File: config.mk
export PLATFORM = sky130hd
export DESIGN_NAME = lim_dec_timer_flat
export DESIGN_NICKNAME = d
export VERILOG_FILES = /design/src/rtl/lim_dec_timer_if.sv /design/src/rtl/lim_dec_timer.sv /design/src/flat_wrapper.sv
export SDC_FILE = /design/constraint.sdc
export NUM_CORES = 1
export LEC_CHECK = 0
export BUFFER_PORTS_ARGS = -buffer_cell sky130_fd_sc_hd__buf_2
export CAP_MARGIN = 40
export CORE_MARGIN = 2
export CORE_UTILIZATION = 43
export DETAILED_ROUTE_END_ITERATION = 8
export HOLD_SLACK_MARGIN = 0.15
export PLACE_DENSITY = 0.8
export SYNTH_ARGS = -nofsm -noshare
export SYNTH_HDL_FRONTEND = slang
export SYNTH_SLANG_ARGS = --single-unit
File: constraint.sdc
create_clock -name clk -period 1.6 [get_ports clk]
set_input_delay 0.08 -clock clk [delete_from_list [all_inputs] [get_ports clk]]
set_output_delay 0.08 -clock clk [all_outputs]
set_load 0.03 [all_outputs]
File: src/rtl/lim_dec_timer_if.sv
// Control/status bundle for lim_dec_timer.
// Master side (prescaler / sequencer) drives load, din, start, pause, tick.
// Slave side (the timer) returns count, zero, running, done.
// Digit i of din/count lives at [i*N +: N], digit 0 least significant.
interface lim_dec_timer_if #(
   parameter int L = 10,
   parameter int D = 2,
   parameter int N = $clog2(L)
);
   logic           load;
   logic [D*N-1:0] din;
   logic           start;
   logic           pause;
   logic           tick;
   logic [D*N-1:0] count;
   logic           zero;
   logic           running;
   logic           done;

   modport master (
      output load, din, start, pause, tick,
      input  count, zero, running, done
   );

   modport slave (
      input  load, din, start, pause, tick,
      output count, zero, running, done
   );
endinterface

File: src/rtl/lim_dec_timer.sv
// Multi-digit modulo-L countdown timer.
// Loads a (per-digit saturated) value, counts it down by one on each
// unpaused tick while running, borrowing across digits, and stops at
// zero with a one-cycle done pulse.
// Ports:
//   clk    system clock, rising edge
//   rst_n  asynchronous active-low reset
//   bus    lim_dec_timer_if.slave: load/din/start/pause/tick in,
//          count/zero/running/done out
//
// state   | meaning
// --------+---------------------------------------------------------
// ST_IDLE | count held, waiting for start
// ST_RUN  | decrement on tick && !pause, leave for DONE on reaching 0
// ST_DONE | count held at 0, only load leaves
module lim_dec_timer #(
   parameter int L = 10,
   parameter int D = 2,
   parameter int N = $clog2(L)
) (
   input  logic            clk,
   input  logic            rst_n,
   lim_dec_timer_if.slave  bus
);

   typedef enum logic [1:0] {
      ST_IDLE = 2'd0,
      ST_RUN  = 2'd1,
      ST_DONE = 2'd2
   } state_t;

   localparam logic [N-1:0] DIG_MAX = N'(L - 1);

   state_t         state_q, state_d;
   logic [D*N-1:0] count_q, count_d;
   logic           done_q, done_d;

   logic [D*N-1:0] count_sat;
   logic [D*N-1:0] count_dec;
   logic           count_is_zero;

   // Out-of-range load digits clamp to L-1 independently per digit.
   always_comb begin
      count_sat = '0;
      for (int i = 0; i < D; i++) begin
         if (bus.din[i*N +: N] > DIG_MAX) begin
            count_sat[i*N +: N] = DIG_MAX;
         end else begin
            count_sat[i*N +: N] = bus.din[i*N +: N];
         end
      end
   end

   // Ripple borrow through the digits; digit 0 always receives a borrow.
   // Only used when count_q != 0, so the top digit never borrows out.
   always_comb begin
      logic          borrow;
      logic [N-1:0]  dig;
      count_dec = '0;
      borrow    = 1'b1;
      dig       = '0;
      for (int i = 0; i < D; i++) begin
         dig = count_q[i*N +: N];
         if (borrow) begin
            if (dig == '0) begin
               count_dec[i*N +: N] = DIG_MAX;
               borrow              = 1'b1;
            end else begin
               count_dec[i*N +: N] = dig - N'(1);
               borrow              = 1'b0;
            end
         end else begin
            count_dec[i*N +: N] = dig;
         end
      end
   end

   assign count_is_zero = (count_q == '0);

   always_comb begin
      state_d = state_q;
      count_d = count_q;
      done_d  = 1'b0;
      if (bus.load) begin
         count_d = count_sat;
         state_d = ST_IDLE;
      end else begin
         case (state_q)
            ST_IDLE: begin
               if (bus.start) begin
                  if (count_is_zero) begin
                     state_d = ST_DONE;
                     done_d  = 1'b1;
                  end else begin
                     state_d = ST_RUN;
                  end
               end
            end
            ST_RUN: begin
               if (bus.tick && !bus.pause) begin
                  count_d = count_dec;
                  if (count_dec == '0) begin
                     state_d = ST_DONE;
                     done_d  = 1'b1;
                  end
               end
            end
            ST_DONE: begin
               state_d = ST_DONE;
            end
            default: begin
               state_d = ST_IDLE;
            end
         endcase
      end
   end

   always_ff @(posedge clk or negedge rst_n) begin
      if (!rst_n) begin
         state_q <= ST_IDLE;
         count_q <= '0;
         done_q  <= 1'b0;
      end else begin
         state_q <= state_d;
         count_q <= count_d;
         done_q  <= done_d;
      end
   end

   assign bus.count   = count_q;
   assign bus.zero    = count_is_zero;
   assign bus.running = (state_q == ST_RUN);
   assign bus.done    = done_q;

endmodule

File: src/flat_wrapper.sv
// flat-port wrapper written by rule: the top's interface ports become plain ports
module lim_dec_timer_flat 
#(
   parameter int L = 10,
   parameter int D = 2,
   parameter int N = $clog2(L)
)
  (clk, rst_n, bus_load, bus_din, bus_start, bus_pause, bus_tick, bus_count, bus_zero, bus_running, bus_done);
  lim_dec_timer_if #(.L(L), .D(D), .N(N)) bus_i ();
  input  logic clk;
  input  logic rst_n;
  input wire logic [$bits(bus_i.load)-1:0] bus_load;
  input wire logic [$bits(bus_i.din)-1:0] bus_din;
  input wire logic [$bits(bus_i.start)-1:0] bus_start;
  input wire logic [$bits(bus_i.pause)-1:0] bus_pause;
  input wire logic [$bits(bus_i.tick)-1:0] bus_tick;
  output wire logic [$bits(bus_i.count)-1:0] bus_count;
  output wire logic [$bits(bus_i.zero)-1:0] bus_zero;
  output wire logic [$bits(bus_i.running)-1:0] bus_running;
  output wire logic [$bits(bus_i.done)-1:0] bus_done;
  assign bus_i.load = bus_load;
  assign bus_i.din = bus_din;
  assign bus_i.start = bus_start;
  assign bus_i.pause = bus_pause;
  assign bus_i.tick = bus_tick;
  assign bus_count = bus_i.count;
  assign bus_zero = bus_i.zero;
  assign bus_running = bus_i.running;
  assign bus_done = bus_i.done;
  lim_dec_timer #(.L(L), .D(D), .N(N)) u_core (.clk(clk), .rst_n(rst_n), .bus(bus_i));
endmodule
* Word level (Yosys, flattened, before mapping)
Cells that the tools add are included.
** Word-level totals
- Word-level logic and storage cells :: 44
- Output and inout bits :: 11
- Input bits :: 14
- Register bits :: 11
** Operators by class
- Add/subtract/negate cells :: 2
- Mux-type cells :: 21
- Equal/unequal tests :: 5
- Reductions and logical operators :: 11
- $lt $le $gt $ge :: 2
** Operator list (number)
- $mux W8 :: 3
- $mux W4 :: 5
- $logic_not A8 Y1 :: 2
- $mux W2 :: 5
- $gt A4 B4 Y1 const B :: 2
- $logic_not A4 Y1 :: 2
- $sub A4 B1 Y4 const B :: 2
- $mux W1 :: 6
- $ne A3 B2 Y1 const B :: 2
- $pmux W2 S3 :: 1
- $reduce_bool A2 Y1 :: 2
- $ne A3 B3 Y1 const B :: 1
- $reduce_and A3 Y1 :: 1
- $eq A2 B1 Y1 const B :: 1
- $eq A2 B2 Y1 const B :: 1
- $logic_not A2 Y1 :: 1
- $pmux W1 S2 :: 1
- $reduce_and A2 Y1 :: 1
- $logic_and A1 B1 Y1 :: 1
- $logic_not A1 Y1 :: 1

* Logic depth before layout (Yosys ltp)
Gate-level depths: netlist (run 1).
- Depth after elaboration :: 8
- Depth in mapped cells :: 6
- Depth with buffers taken out :: 6

* Worst setup path after synthesis (run 1)
OpenSTA, ideal clock, no wires.
- Kind :: flip-flop to flip-flop
- Start :: register u_core.state_q[1]
- End :: register u_core.count_q[6] (netlist: u_core.bus.count[6])
- Library setup time :: 0.069 ns
- Clock period less this slack :: 1.969 ns
- Cell stages (with the launch flop) :: 7
- Slack :: -0.369 ns
- Data arrival time :: 1.900 ns
- Required time :: 1.531 ns
- Path buffers :: 0
- Cells stage by stage :: dfrtp_1 inv_1 ha_1 nand4bb_1 or3_1 or3_1 nand3_1
** Between the ends
- Word-level cells in the longest chain between the ends :: 3
** Ends and longest elaborated chain
- start, declared :: line lim_dec_timer.sv:34 : state_t state_q, state_d;
- start signal, assigned :: line lim_dec_timer.sv:124 : state_q <= state_d;
- $eq A2 B1 Y1
- named net bus_running :: line flat_wrapper.sv:19 : output wire logic [$bits(bus_i.running)-1:0] bus_running;
- $reduce_bool A2 Y1 (no line)
- $reduce_and A2 Y1 (no line)
- end signal, assigned :: line lim_dec_timer.sv:125 : count_q <= count_d;
- end, declared :: line lim_dec_timer.sv:35 : logic [D*N-1:0] count_q, count_d;
The timed path passes the listed nets, and every way through them passes these cells.
A chain may end at the register's enable or synchronous reset.

* Final worst setup path (run 1)
- Start :: register u_core.count_q[2] (netlist: u_core.bus.count[2])
- End :: register u_core.count_q[6] (netlist: u_core.bus.count[6])
** Between the ends
- Word-level cells in the longest chain between the ends :: 6
** Ends and longest elaborated chain
- $logic_not A4 Y1 :: line lim_dec_timer.sv:65 : if (dig == '0) begin
- $mux W1 :: line lim_dec_timer.sv:65
- $mux W4 :: line lim_dec_timer.sv:64 : if (borrow) begin
- $mux W8 :: line lim_dec_timer.sv:100 : if (bus.tick && !bus.pause) begin
- $mux W8 :: line lim_dec_timer.sv:88 : case (state_q)
- $mux W8 :: line lim_dec_timer.sv:84 : if (bus.load) begin
No other way between the ends. The select of a mux whose other input is x is not followed.

==> results.json, run 1 <==
{
  "htreeDepth": 1,
  "end_kind": "flop",
  "skew_ps": 1.994,
  "syn_avg_cell_area_um2": 8.917,
  "drc": 0,
  "area_delta_synth_final_pct": 84.72,
  "crit_chain": "or2_1 -> or3_4 -> o311ai_2 -> nand3_2",
  "slew_viol_final": 0,
  "critPathTopFamily": "simple AND/OR/NAND/NOR gates",
  "start_util_pct": 46.22,
  "dieArea_um2": 1978,
  "place_congestion": 0.8059,
  "setup_viol": 3,
  "via_per_inst": 5.799,
  "via_count": 922,
  "synth_nets": 96,
  "placementRows": 14,
  "post-dp-hpwl_um": 1455,
  "reg2reg_depth": 4,
  "met1_usage_pct": 32.24,
  "grt.busiest_layer": "met2",
  "arrival_ps": 1850,
  "fmax_ghz": 0.5881,
  "most-common-layout-cells": "23 x buf_2, 19 x buf_4, 17 x dlygate4sd3_1, 7 x nand2_1, 7 x dfrtp_1",
  "p_leak_nw": 0.5913,
  "drt_iter0_markers": 47,
  "io_pins": 25,
  "synth_seq_area_share_pct": 39.08,
  "cts_buffer_depth": 2,
  "violations": "setup timing",
  "syn-cell-area_um2": 704.4,
  "final_cells": 159,
  "power_mw": 1.311,
  "final_common_cell": "buf_2",
  "hp-class": "in2async",
  "cts_sinks": 11,
  "io_buffers": 24,
  "yosysUniqueCellTypes": 30,
  "drt_pre_antenna_iters": 4,
  "worst_slew_pin_slew_ps": 285.8,
  "dp.cells": 135,
  "pwr_density_cell_nw_per_um2": 1007,
  "period_needed_ps": 1700,
  "tritoncts": "done",
  "antenna_violating_nets_post_route": 0,
  "hold_ws_ps": 201.6,
  "cp_max_fo": 4,
  "grt_max_degree": 12,
  "yosysWarnings": 0,
  "met2_usage_pct": 51.01,
  "synthCells": 79,
  "crit_path_start_kind": "flop",
  "drive_gt1_share_pct": 47.55,
  "grt_use_met3_pct": 3.265,
  "clk_pin_slew_ps": 80,
  "globalRouteOverflowTotal": 0,
  "critPathSlowestCell": "dfrtp_2",
  "numCtsBuffers": 3,
  "grt_pass1_wl_um": 3953,
  "critPathKind": "reg2reg",
  "drv_cap": 0,
  "clock_latency_ps": 280,
  "final_area_um2": 1301,
  "drt_wl_total_um": 2752,
  "cp_num_cells": 4,
  "crit_buf_inv": 0,
  "peakVddDrop_v": 0.0007005,
  "num_antenna_cells": 0,
  "postPlaceCellArea_um2": 1015,
  "slowest_delay_ps": 440,
  "synth_seq_cells": 11,
  "worstPathRequired_ps": 1750,
  "die_y_um": 44.48,
  "period_share_pct": 106.3,
  "slew_headroom_pct": 80.92,
  "grt_pass1_vias": 879,
  "track_usage_pct": 27.89,
  "fp.dieW_um": 44.48,
  "cts_root_buffer": "clkbuf_4",
  "antenna_found_initial": 0,
  "core_um2": 1524,
  "worst_slack_ps": -100.4,
  "outcome": "finished with violations",
  "rsz0062_at_grt": "true",
  "hold_viol": 0,
  "fin_nets": 161,
  "wl_per_cell_um": 17.31
}
layer usage:
metal | vias to the layer above | routed length (um)
li1 | 422 | -
met2 | 48 | 1417
met1 | 435 | 1042
met5 | - | 0
met3 | 17 | 130
met4 | 0 | 161
worst paths after layout:
kind	endpoint	startpoint	slack [ps]
min	u_core.state_q[0]	rst_n	200
max reg2reg	u_core.bus.count[6]	u_core.bus.count[2]	-100
max	u_core.bus.count[6]	u_core.bus.count[2]	-100
max in group asynchronous	u_core.bus.count[2]	rst_n	1170
min in group clk	u_core.state_q[0]	bus_start	200
min reg2reg	u_core.bus.count[6]	u_core.bus.count[5]	710
final cells by class:
| cell class | instances | area (um^2) |
|---|---|---|
| Clock buffer | 3 | 22.52 |
| Clock inverter | 1 | 5.005 |
| Fill cell | 85 | 222.7 |
| Inverter | 5 | 18.77 |
| Multi-Input combinational cell | 62 | 504.2 |
| Sequential cell | 11 | 280.3 |
| Tap cell | 16 | 20.02 |
| Timing Repair Buffer | 61 | 450.4 |
flip-flops by register name, indices dropped and copies added (netlist names):
signal and cells:
u_core.bus.done 1, u_core.state_q 2, u_core.bus.count 8
cells by family after synthesis:
| kind of cell | Yosys count | synth area share, % |
|---|---|---|
| buffers and inverters | 6 | 3.197 |
| XOR/XNOR | 1 | 1.244 |
| adder cells (fa/ha/maj) | 3 | 5.329 |
| flip-flops | 11 | 39.08 |
| AND/OR/NAND/NOR | 34 | 28.95 |
| multiplexers | 2 | 2.842 |
| AO/OA/AOI/OAI | 22 | 19.36 |
cells in the mapped netlist:
| master | count | area share (%) |
|---|---|---|
| nor4_1 | 2 | 1.8 |
| a41oi_1 | 2 | 2.5 |
| nor3_1 | 2 | 1.4 |
| or4_1 | 2 | 2.1 |
| nor3_2 | 1 | 1.4 |
| o31ai_1 | 2 | 2.1 |
| nand3_1 | 1 | 0.71 |
| a21oi_1 | 4 | 2.8 |
| o21ai_0 | 5 | 3.6 |
| or2_1 | 1 | 0.89 |
| xnor2_1 | 1 | 1.2 |
| dfrtp_1 | 11 | 39 |
| and3_1 | 1 | 0.89 |
| o21ai_1 | 2 | 1.4 |
| nor2_1 | 5 | 2.7 |
| o311ai_1 | 1 | 1.2 |
| and2_1 | 1 | 0.89 |
| nand3b_1 | 1 | 1.1 |
| o21a_1 | 2 | 2.1 |
| nand4bb_1 | 1 | 1.6 |
| ha_1 | 3 | 5.3 |
| a31oi_1 | 3 | 2.7 |
| or3_1 | 4 | 3.6 |
| inv_1 | 5 | 2.7 |
| nor4_4 | 1 | 3.0 |
| nand2_1 | 8 | 4.3 |
| nor2b_1 | 3 | 2.7 |
| clkbuf_1 | 1 | 0.53 |
| o22ai_1 | 1 | 0.89 |
| mux2i_1 | 2 | 2.8 |
stage by stage:
stage               setup TNS, ps  setup slack (ps)  util, %
detailed placement         -64.00            -50.29    66.58
finish                     -271.8            -100.4    85.39
CTS                        -90.04            -47.39    80.87
floorplan                  -135.8            -74.97        -
global route               -574.7            -185.1    85.39
global placement                0             19.75    66.58
timing repair:
item	in CTS	in global routing
gates resized for setup	3	12
endpoints found under the hold margin	21	0
setup buffers	1	2
hold buffers	17	0
pin swaps	3	3
endpoints found under the setup margin	4	6
report_power, final:
part / switching (mW) / internal (mW) / total, mW / leakage [nW]
clock: 0.106 / 0.0928 / 0.199 / 0.0177
sequential: 0.0484 / 0.324 / 0.372 / 0.133
combinational: 0.380 / 0.360 / 0.740 / 0.440
total: 0.535 / 0.776 / 1.31 / 0.591
(Power assumes the default switching activity.)
==> inputs of run 2 (changes only) <==
Settings changed: ABC_AREA set to 1, CORE_UTILIZATION 43 to 45, PLACE_DENSITY 0.8 to 0.81.
==> results.json, run 2 <==
{
  "fin_nets": 169,
  "power.internal_mw": 0.6539,
  "dp_slack_ps": 232.6,
  "wl_per_cell_um": 11.32,
  "grt_max_degree": 18,
  "core_um2": 1727,
  "yosysUniqueCellTypes": 24,
  "final_cells": 176,
  "fp.dieW_um": 46.81,
  "drt_iter0_markers": 27,
  "drv_cap": 0,
  "netSwitchingPower_mw": 0.6107,
  "grt_pass1_wl_um": 3332,
  "cts_sinks": 11,
  "numCtsBuffers": 3,
  "start_util_pct": 47.75,
  "drt_pre_antenna_iters": 4,
  "drt_wl_total_um": 1993,
  "p_leak_nw": 0.5253,
  "postPlaceCellArea_um2": 959.7,
  "largest_register_ffs": 8,
  "post-dp-hpwl_um": 1546,
  "final_area_um2": 1036,
  "yosysTopAreaCell": "dfrtp_1",
  "outcome": "finished clean",
  "setup_viol": 0,
  "worst_slack_ps": 135.4,
  "track_usage_pct": 21.17,
  "period_needed_ps": 1465,
  "critPathKind": "reg2out",
  "worstPathRequired_ps": 1520,
  "cts_resized": 0,
  "yosysWarnings": 0,
  "num_antenna_cells": 0,
  "cts_buffer_depth": 2,
  "drc": 0,
  "clock_latency_ps": 260,
  "fillerInstances": 174,
  "seq_area_um2": 275.3,
  "rsz0062_at_grt": "false",
  "arrival_ps": 1380,
  "pwr_density_cell_nw_per_um2": 1221,
  "skew_ps": 2.927,
  "drive_gt1_share_pct": 28.48,
  "clkPwrFrac_pct": 15.2,
  "final_common_cell": "nand2_1",
  "synthMostInstantiatedCell": "nand2_1",
  "hp-class": "in2reg",
  "period_share_pct": 91.53,
  "io_pins": 25,
  "hold_viol": 0,
  "async_flop_share_pct": 100.0,
  "most-common-layout-cells": "26 x nand2_1, 24 x buf_2, 19 x nor2_1, 12 x inv_1, 11 x dfrtp_1",
  "finalSetupTns_ps": 0,
  "sequentialPowerShare_pct": 34.2,
  "peakVddDrop_v": 0.0005277,
  "tritoncts": "done",
  "synth_top_area_share_pct": 33.38,
  "swShare_pct": 48.29,
  "grt_pass1_vias": 823,
  "dp.cells": 167,
  "synthFlopType": "dfrtp_1",
  "crit_path_start_kind": "flop",
  "globalRouteOverflowTotal": 0,
  "synthCells": 120,
  "clk_pin_slew_ps": 70,
  "multi_input_area_um2": 473.0,
  "syn_avg_cell_area_um2": 6.871,
  "fmax_ghz": 0.6828,
  "syn-cell-area_um2": 824.5,
  "synth_nets": 137,
  "placementRows": 15,
  "synth_seq_area_share_pct": 33.38,
  "dieArea_um2": 2191,
  "via_per_inst": 5.023,
  "synth_edf_count": 0,
  "worst_slew_pin_slew_ps": 323.1,
  "slew_headroom_pct": 78.46,
  "antenna_violating_nets_post_route": 0,
  "hold_ws_ps": 187.2,
  "synth_common_cells": "26 x nand2_1, 19 x nor2_1, 12 x inv_1",
  "antenna_found_initial": 0,
  "via_count": 884,
  "htreeDepth": 1,
  "cts_root_buffer": "clkbuf_4",
  "area_delta_synth_final_pct": 25.64,
  "synthTopCellsByArea": "dfrtp_1 33%, nand2_1 12%, nor2_1 8.6%, inv_1 5.5%, o21ai_0 4.9%",
  "die_y_um": 46.81,
  "end_kind": "output pin",
  "cp_max_fo": 5,
  "place_congestion": 0.8799,
  "power_frac_comb_pct": 50.6,
  "synth_seq_cells": 11,
  "slew_viol_final": 0,
  "io_buffers": 24
}
[run 2: cell types whose count changed after synthesis, sizes merged, moves of 4 or more]
cell   previous run  this run
or3               4         0
o21ai             7        11
nor2              5        24
nand3             1         7
inv               5        15
nand2             8        30
[run 2: logic make-up (layout without fill, tap and decap cells)]
family,Yosys count,after routing,synth area share (%)
AOI/OAI and AO/OA,22,22,15.33
adders and majority gates,3,3,4.553
buffers and inverters,18,49,9.255
DFF,11,11,33.38
and+or+nand+nor,66,66,37.48
[run 2: path summary, 6_finish.rpt]
check / start / end / slack [ps] / depth (start not counted)
worst max-delay path: u_core.bus.count[4] / bus_zero / 140 / 4
worst min register to register: u_core.state_q[1] / u_core.state_q[1] / 510 / 2
worst max register to register: u_core.state_q[0] / u_core.bus.count[0] / 200 / 5
min in group asynchronous: rst_n / u_core.bus.count[0] / 210 / 2
max in group asynchronous: rst_n / u_core.bus.count[6] / 1180 / 2
worst min-delay path: bus_din[6] / u_core.bus.count[6] / 190 / 5
[run 2: what timing repair did]
action,4_1_cts,5_1_grt
setup buffers,0,0
hold buffers,5,0
endpoints found under the hold margin,15,0
[run 2: cell type report]
class,count,share of cell area [%]
multi-input combinational,91,45.65
sequential,11,26.57
timing repair buffer,29,16.43
inverter,16,5.797
tap,25,3.019
clock buffer,4,2.536
[run 2: power by group through the flow]
stage | Combinational [mW] | Sequential (mW) | Clock, mW
final | 0.640 | 0.433 | 0.192
after detailed placement | 0.626 | 0.438 | 0
after CTS | 0.640 | 0.432 | 0.195
after global placement | 0.614 | 0.433 | 0
after global routing | 0.710 | 0.443 | 0.215
after floorplan | 0.380 | 0.524 | 0
[run 2: metrics by stage]
| stage | utilization [%] | total power, mW |
|---|---|---|
| floorplan | - | 0.9038 |
| global placement | 55.58 | 1.047 |
| detailed placement | 55.58 | 1.064 |
| CTS | 60.00 | 1.267 |
| global route | 60.00 | 1.368 |
| finish | 60.00 | 1.265 |
[run 2: worst max-delay path, stage by stage (launching register included)]
cell and delay, ps:
dfrtp_1 430, nor2_1 210, nand2_1 130, nor2_4 140
buf_2 220
[run 2: per-layer routing]
metal	share of wire, %	GRT usage (%)	vias to the layer above	wire [um]
li1	-	-	450	-
met1	46	27.32	402	912
met2	48	35.34	28	957
met3	5.3	5.769	4	106
met4	0.80	5.000	0	16
met5	0	0	-	0
==> inputs of run 3 (changes only) <==
==> constraint.sdc (replaced) <==
create_clock -name clk -period 1.6 [get_ports clk]
set_input_delay 0.16 -clock clk [delete_from_list [all_inputs] [get_ports clk]]
set_output_delay 0.16 -clock clk [all_outputs]
set_load 0.03 [all_outputs]
==> results.json, run 3 (synthesized netlist as in run 2, its figures left out) <==
{
  "p_leak_nw": 0.5089,
  "fmax_ghz": 0.6617,
  "drt_iter0_markers": 18,
  "grt_pass1_vias": 805,
  "start_util_pct": 47.75,
  "cts_buffer_depth": 2,
  "via_count": 877,
  "hold_viol": 0,
  "post-route-util_pct": 57.97,
  "most-common-layout-cells": "26 x nand2_1, 24 x buf_2, 17 x nor2_1, 12 x inv_1, 11 x dfrtp_1",
  "grt_max_degree": 18,
  "post-dp-hpwl_um": 1546,
  "end_kind": "output pin",
  "antenna_found_initial": 0,
  "finalSetupTns_ps": 0,
  "drt_wl_total_um": 1930,
  "skew_ps": 3.794,
  "num_antenna_cells": 0,
  "slew_viol_final": 0,
  "core_um2": 1727,
  "period_share_pct": 94.45,
  "fin_nets": 165,
  "clk_pin_slew_ps": 80,
  "period_needed_ps": 1511,
  "dieArea_um2": 2191,
  "cts_setup_buffers": 0,
  "worstPathRequired_ps": 1440,
  "grt_pass1_wl_um": 3215,
  "cts_sinks": 11,
  "globalRouteOverflowTotal": 0,
  "area_delta_synth_final_pct": 21.40,
  "final_common_cell": "nand2_1",
  "drive_gt1_share_pct": 30.61,
  "numCtsBuffers": 3,
  "peakVddDrop_v": 0.0005273,
  "antenna_violating_nets_post_route": 0,
  "io_pins": 25,
  "clock_latency_ps": 260,
  "reg2reg_depth": 5,
  "crit_path_start_kind": "flop",
  "die_y_um": 46.81,
  "setup_viol": 0,
  "whs_path_depth": 3,
  "tritoncts": "done",
  "via_per_inst": 5.099,
  "cp_max_fo": 5,
  "fp.dieW_um": 46.81,
  "wl_per_cell_um": 11.22,
  "slew_headroom_pct": 78.47,
  "io_buffers": 24,
  "outcome": "finished clean",
  "dp.cells": 167,
  "placementRows": 15,
  "worst_slew_pin_slew_ps": 322.9,
  "drv_cap": 0,
  "place_congestion": 0.8799,
  "hold_ws_ps": 167.0,
  "cts_root_buffer": "clkbuf_4",
  "hp-class": "in2reg",
  "htreeDepth": 1,
  "pwr_density_cell_nw_per_um2": 1261,
  "critPathKind": "reg2out",
  "largest_register_ffs": 8,
  "track_usage_pct": 20.46,
  "arrival_ps": 1350,
  "drt_pre_antenna_iters": 4,
  "final_cells": 172,
  "rsz0062_at_grt": "false",
  "drc": 0
}
run 3: cell types whose count changed in the layout (fill, tap and decap cells not counted):
cell           previous run  this run
nor2_2                    2         4
nor2_1                   19        17
dlygate4sd3_1             5         1
run 3: final timing paths:
path	startpoint	end	slack [ps]
setup / recovery	u_core.bus.count[2]	bus_zero	90
hold / removal	bus_din[7]	u_core.bus.count[7]	170
setup reg to reg	u_core.state_q[0]	u_core.bus.count[0]	210
hold reg to reg	u_core.state_q[1]	u_core.state_q[1]	510
max in group asynchronous	rst_n	u_core.bus.count[6]	1100
min in group asynchronous	rst_n	u_core.bus.count[0]	290
run 3: area by class of cell:
cell class,instances,area (um^2)
Sequential cell,11,275.3
Timing Repair Buffer,25,130.1
Fill cell,176,725.7
Clock buffer,4,26.28
Tap cell,25,31.28
Multi-Input combinational cell,91,478.0
Inverter,16,60.06
run 3: timing repair:
action                                  in CTS  in global routing
endpoints found under the hold margin       11                  0
endpoints found under the setup margin       0                  1
gates resized for setup                      0                  2
hold buffers                                 1                  0
run 3: worst max-delay path: stages, from the launching register on:
cell and delay [ps]:
dfrtp_1 450, nor2_4 180, nand2_4 90, nor2_4 150, buf_2 210
run 3: where the power goes:
part	switching (mW)	internal, mW	total (mW)
Clock	0.0966	0.0963	0.193
Combinational	0.425	0.209	0.634
Sequential	0.0911	0.344	0.436
run 3: routing by layer:
layer  vias to the layer above  GRT usage, %  part of all wire (%)
li1                        443             -                     -
met2                        30         34.25                    47
met1                       400         26.13                    47
met5                         -             0                     0
met4                         0         5.000                  0.83
met3                         4         5.769                   5.0
run 3: through the flow:
stage	setup WS, ps	instance area [um^2]	total power, mW
after global routing	31.45	1001	1.365
final	88.77	1001	1.263
after global placement	287.5	959.7	1.047
after detailed placement	232.6	959.7	1.064
after floorplan	177.5	824.5	0.9038
after CTS	61.55	996.0	1.259
